<file path="src/rtl/rose_stim_driver.sv">
// Drives a latched signal/enable pattern into a $rose checker and scores its match/fail outputs.
// Optional: define ROSE_STIM_FELL_MODE_EN to add a fell_mode input ($fell expectations).
module rose_stim_driver #(
  parameter int PAT_W = 16,
  parameter int CNT_W = 8
) (
  input  logic             clk,
  input  logic             rst_n,
  input  logic             start,
  input  logic [PAT_W-1:0] pattern,
  input  logic [PAT_W-1:0] en_mask,
`ifdef ROSE_STIM_FELL_MODE_EN
  input  logic             fell_mode,
`endif
  input  logic             match_in,
  input  logic             fail_in,
  output logic             sig_out,
  output logic             en_out,
  output logic             busy,
  output logic             done,
  output logic             mismatch,
  output logic [CNT_W-1:0] err_cnt,
  output logic [CNT_W-1:0] hit_cnt,
  output logic [1:0]       dbg_state
);

  localparam int IDX_W = (PAT_W > 1) ? $clog2(PAT_W) : 1;
  localparam logic [IDX_W-1:0] LAST_IDX = IDX_W'(PAT_W - 1);
  localparam logic [CNT_W-1:0] CNT_MAX = '1;

  typedef enum logic [1:0] {S_IDLE, S_RUN, S_DRAIN, S_DONE} state_e;

  state_e           state_q, state_d;
  logic [IDX_W-1:0] idx_q, idx_d;
  logic             drain_q, drain_d;
  logic [PAT_W-1:0] pat_q, pat_d;
  logic [PAT_W-1:0] msk_q, msk_d;
  logic             sig_q, sig_d;
  logic             en_q, en_d;
  logic             busy_q, busy_d;
  logic             done_q, done_d;
  logic             clr_cnt;
  logic             cmp_vld_q, cmp_vld_d;
  logic             prev_s_q, prev_e_q;
  logic             exp_m_q, exp_m_d;
  logic             exp_f_q, exp_f_d;
  logic             edge_k;
  logic             miscmp;
  logic             hit;
  logic             mism_q;
  logic [CNT_W-1:0] err_q, hit_q;
`ifdef ROSE_STIM_FELL_MODE_EN
  logic             fell_q, fell_d;
`endif

  always_comb begin
    state_d = state_q;
    idx_d   = idx_q;
    drain_d = drain_q;
    pat_d   = pat_q;
    msk_d   = msk_q;
    sig_d   = 1'b0;
    en_d    = 1'b0;
    busy_d  = busy_q;
    done_d  = done_q;
    clr_cnt = 1'b0;
`ifdef ROSE_STIM_FELL_MODE_EN
    fell_d  = fell_q;
`endif
    case (state_q)
      S_IDLE, S_DONE: begin
        if (start) begin
          // Bit 0 goes straight to the output register; the rest shifts down one per RUN cycle.
          state_d = S_RUN;
          idx_d   = '0;
          pat_d   = pattern >> 1;
          msk_d   = en_mask >> 1;
          sig_d   = pattern[0];
          en_d    = en_mask[0];
          busy_d  = 1'b1;
          done_d  = 1'b0;
          clr_cnt = 1'b1;
`ifdef ROSE_STIM_FELL_MODE_EN
          fell_d  = fell_mode;
`endif
        end
      end
      S_RUN: begin
        // On the last RUN cycle the shifted-in zeros give the 0/0 drive of the first DRAIN cycle.
        sig_d = pat_q[0];
        en_d  = msk_q[0];
        pat_d = pat_q >> 1;
        msk_d = msk_q >> 1;
        idx_d = idx_q + IDX_W'(1);
        if (idx_q == LAST_IDX) begin
          state_d = S_DRAIN;
          idx_d   = '0;
          drain_d = 1'b0;
        end
      end
      S_DRAIN: begin
        drain_d = 1'b1;
        if (drain_q) begin
          state_d = S_DONE;
          busy_d  = 1'b0;
          done_d  = 1'b1;
        end
      end
      default: state_d = S_IDLE;
    endcase
  end

  // The expectation for drive cycle k is formed at its closing edge and compared in cycle k+1.
`ifdef ROSE_STIM_FELL_MODE_EN
  assign edge_k = fell_q ? (~sig_q & prev_s_q) : (sig_q & ~prev_s_q);
`else
  assign edge_k = sig_q & ~prev_s_q;
`endif
  assign exp_m_d   = prev_e_q & edge_k;
  assign exp_f_d   = prev_e_q & ~edge_k;
  assign cmp_vld_d = (state_q == S_RUN) || ((state_q == S_DRAIN) && !drain_q);
  assign miscmp    = cmp_vld_q && ({match_in, fail_in} != {exp_m_q, exp_f_q});
  assign hit       = cmp_vld_q && exp_m_q && match_in;

  always_ff @(posedge clk) begin
    if (!rst_n) begin
      state_q   <= S_IDLE;
      idx_q     <= '0;
      drain_q   <= 1'b0;
      pat_q     <= '0;
      msk_q     <= '0;
      sig_q     <= 1'b0;
      en_q      <= 1'b0;
      busy_q    <= 1'b0;
      done_q    <= 1'b0;
      cmp_vld_q <= 1'b0;
      prev_s_q  <= 1'b0;
      prev_e_q  <= 1'b0;
      exp_m_q   <= 1'b0;
      exp_f_q   <= 1'b0;
      mism_q    <= 1'b0;
      err_q     <= '0;
      hit_q     <= '0;
`ifdef ROSE_STIM_FELL_MODE_EN
      fell_q    <= 1'b0;
`endif
    end else begin
      state_q   <= state_d;
      idx_q     <= idx_d;
      drain_q   <= drain_d;
      pat_q     <= pat_d;
      msk_q     <= msk_d;
      sig_q     <= sig_d;
      en_q      <= en_d;
      busy_q    <= busy_d;
      done_q    <= done_d;
      cmp_vld_q <= cmp_vld_d;
      prev_s_q  <= sig_q;
      prev_e_q  <= en_q;
      exp_m_q   <= exp_m_d;
      exp_f_q   <= exp_f_d;
      mism_q    <= miscmp;
`ifdef ROSE_STIM_FELL_MODE_EN
      fell_q    <= fell_d;
`endif
      if (clr_cnt) begin
        err_q <= '0;
        hit_q <= '0;
      end else begin
        if (miscmp && (err_q != CNT_MAX)) err_q <= err_q + CNT_W'(1);
        if (hit && (hit_q != CNT_MAX))    hit_q <= hit_q + CNT_W'(1);
      end
    end
  end

  assign sig_out   = sig_q;
  assign en_out    = en_q;
  assign busy      = busy_q;
  assign done      = done_q;
  assign mismatch  = mism_q;
  assign err_cnt   = err_q;
  assign hit_cnt   = hit_q;
  assign dbg_state = state_q;

endmodule

</file>
<file path="config.mk">
export PLATFORM = sky130hd
export DESIGN_NAME = rose_stim_driver
export DESIGN_NICKNAME = d
export VERILOG_FILES = /design/src/rtl/rose_stim_driver.sv
export SDC_FILE = /design/constraint.sdc
export NUM_CORES = 1
export LEC_CHECK = 0
export ABC_CLOCK_PERIOD_IN_PS = 1700
export BUFFER_PORTS_ARGS = -buffer_cell sky130_fd_sc_hd__buf_2
export CORE_UTILIZATION = 49
export DETAILED_ROUTE_END_ITERATION = 7
export GPL_ROUTABILITY_DRIVEN = 0
export GPL_TIMING_DRIVEN = 0
export PLACE_DENSITY = 0.82
export RECOVER_POWER = 100
export REMOVE_ABC_BUFFERS = 1
export SLEW_MARGIN = 15
export SYNTH_ARGS = -nofsm -noshare
export SYNTH_HDL_FRONTEND = slang
export SYNTH_SLANG_ARGS = --single-unit
</file>
<file path="constraint.sdc">
create_clock -name clk -period 1.7 [get_ports clk]
set_input_delay 0.085 -clock clk [delete_from_list [all_inputs] [get_ports clk]]
set_output_delay 0.085 -clock clk [all_outputs]
set_load 0.02 [all_outputs]
</file>
==> qor.txt <==
Sw Pwr = 2410 uW
largest net degree at the start of global routing = 27
Slowest cell on crit path = or4_1
Port Buffers = 59
CP Launch Type = flop
DR iter-0 viols = 104
Final min period = 1.65 ns
crit path DAT = 1.93 ns
post-DP HPWL = 4.01 mm
Worst Hold Class = in2reg
Ant. Diodes = 0
Initial Util = 52.1%
top cells by area, synth = dfxtp_1 (43%), mux2i_1 (9.9%), a211oi_2 (8.5%)
Post-Route WL = 6.61 mm
reg-to-reg slack, setup = 0.05 ns
synthesized cell area = 2940 sq um
Crit. End Element = flop
Top FF cell, synth = dfxtp_1
total gr overflow = 0
EDFF count, synth = 0
total power = 6150 uW
share of Yosys cell area claimed by the top area cell type = 42.9%
FFs w/ async S/R, synth = 0%
clock slew at reported path FFs = 0.07 ns
Multi-input gate area = 1660 sq um
Final #Nets = 411
final hold vios = 0
Layout Skew = 0.0105 ns
sequential share of power = 33.4%
Final WS setup = 0.0549 ns
Slew HR = 59.9%
Seq cells post-synth = 63
H-tree depth = 3
combinational power share = 45.4%
maximum VDD drop = 1.58 mV
Req. time, crit path = 1.99 ns
core box area = 5640 sq um
Tightest Pin Transition = 0.601 ns
CTS max path bufs = 2
drt drc = 0
Core Util, Final = 64.4%
register area = 1260 sq um
Syn Inst Count = 303
clock latency on the worst-skew pair = 0.34 ns
Sink Count = 63
die width = 79.4 um
DR WL/cell = 14.9 um
DRT Pass-1 Iters = 4
Synth Warn # = 0
delay-heaviest family, CP = simple AND/OR/NAND/NOR gates
sequential-to-total area share from yosys stat = 42.9%
most frequent cell on the critical path = nand2_4
Setup WS pre-CTS = -0.605 ns
pwr dens = 1690 nW/um^2
initial antenna violation count = 0
first-pass GRT wire length = 10.6 mm
area of the die = 6310 sq um
switch share = 39.2%
Rows = 27
remaining antenna violation count after routing = 0
CP Cell Sequence = inv_1 -> ha_4 -> nand2_4 -> nand2_4 -> or4_1 -> nand2_1
leading area contributor after synthesis = dfxtp_1
GR Util All Layers = 21.8%
period utilization = 96.8%
Int Power = 3740 uW
Unique masters post-synth = 42
Root Driver = clkbuf_8
Setup CP Type = reg2reg
fmax = 608 MHz
Vias per Instance = 5.71
sum of buffers and inverters on the critical path = 1
RSZ-0062 raised after global routing = yes
DR vias = 2535
slowest stage delay, CP = 0.52 ns
Max-cap violations = 0
Area growth, synth to finish = 23.7%
CTS Buf Count = 9
status = finished, final reports clean
Avg Cell Area, Syn = 9.69 sq um
share of layout cells above drive strength 1 = 32.0%
Pleak = 0.00147 uW
I/O pins = 60
fill cell count = 452
Clk pwr share = 21.2%
TritonCTS clock tree = done
final-report max-slew violation count = 0
die height = 79.4 um
vias in the first global route = 2441
CP max FO = 14
setup violators final = 0
-- power groups by stage --
| stage | clock, uW | combinational [uW] | sequential [uW] |
|---|---|---|---|
| 6_report | 1310 | 2790 | 2050 |
| 2_1_floorplan | 0 | 1710 | 2080 |
| 4_1_cts | 1320 | 2580 | 2050 |
| 5_1_grt | 1390 | 3030 | 2100 |
| 3_3_place_gp | 0 | 2110 | 2050 |
| 3_5_place_dp | 0 | 2240 | 2070 |
-- path summary, 6_finish.rpt --
check                           depth (start not counted)    endpoint         start
worst max-delay path                                    6  hit_cnt[4]  dbg_state[0]
worst min-delay path                                    3      en_out    en_mask[0]
worst max register to register                          6  hit_cnt[4]  dbg_state[0]
worst min register to register                          1     exp_m_q      prev_s_q
-- placed cells by master, fill, tap and decap left out, types with 3 or more instances in the layout --
cell type / count
a211oi_2: 20
o21ai_0: 9
inv_1: 6
a32oi_1: 4
clkbuf_8: 11
mux2i_1: 29
nand3_1: 4
o31ai_1: 3
o211ai_1: 3
nand4_1: 5
and2_1: 4
a21oi_1: 16
o21a_4: 4
or3_1: 5
xor2_1: 5
clkinv_2: 3
buf_4: 4
buf_2: 59
a211oi_1: 9
nand2_1: 10
nor2_1: 46
ha_1: 4
dfxtp_1: 62
or4_1: 3
-- synth_stat cells, types with 5 or more instances --
| cell type | number |
|---|---|
| a211oi_1 | 9 |
| a211oi_2 | 20 |
| a21oi_1 | 17 |
| buf_2 | 6 |
| dfxtp_1 | 63 |
| ha_1 | 6 |
| inv_1 | 7 |
| mux2i_1 | 29 |
| nand2_1 | 12 |
| nand4_1 | 5 |
| nor2_1 | 47 |
| o21ai_0 | 10 |
| or3_1 | 5 |
| xor2_1 | 5 |
-- cell families after synthesis --
group	share of synthesized area (%)
AND/OR/NAND/NOR	15.2
AO/OA/AOI/OAI	22.7
flip-flops	42.9
multiplexers	9.89
buffers and inverters	4.99
XOR/XNOR	1.79
adder cells (fa/ha/maj)	2.56
-- worst min-delay path, delay by kind of cell --
kind                   cells  cell delay, ns
AND/OR/NAND/NOR            1            0.08
AO/OA/AOI/OAI              1            0.08
buffers and inverters      1            0.07
-- area by class of cell --
type                            instances  area share, %
Multi-Input combinational cell        220           45.6
Inverter                                7          0.723
Timing Repair Buffer                   67           11.0
Sequential cell                        63           34.8
Tap cell                               72           2.48
Clock inverter                          4           1.24
Clock buffer                           11           4.17
-- repair_timing --
action | CTS | global route
hold endpoints to repair | 2 | 0
cloned | 3 | 2
resized for setup | 14 | 5
pin swaps | 1 | 1
buffers inserted | 1 | 3
setup endpoints to repair | 50 | 7
hold buffers | 2 | 0
-- metrics by stage --
step / area [sq um] / hold slack [ns] / setup TNS, ns / instances
2_1_floorplan: 2820 / 0.203 / -36.28 / 285
3_3_place_gp: 3200 / 0.325 / -51.88 / 416
3_5_place_dp: 3260 / 0.331 / -18.59 / 418
4_1_cts: 3570 / 0.0107 / 0 / 439
5_1_grt: 3630 / 0.0196 / -0.0160 / 444
6_report: 3630 / 0.0148 / 0 / 444
-- sequential cells by signal, indices dropped and copies added (netlist names) --
name	flops
msk_q	15
mismatch	1
err_cnt	8
busy	1
pat_q	15
idx_q	4
prev_e_q	1
dbg_state	2
exp_m_q	1
en_out	1
done	1
hit_cnt	8
exp_f_q	1
cmp_vld_q	1
sig_out	1
drain_q	1
prev_s_q	1
-- layer usage --
layer	GRT usage (%)	vias up	routed length (um)
met5	0	-	0
met4	8.00	0	114
met3	7.43	15	391
met2	38.6	70	3220
met1	23.9	1196	2880
li1	-	1254	-
(Power assumes the default switching activity.)
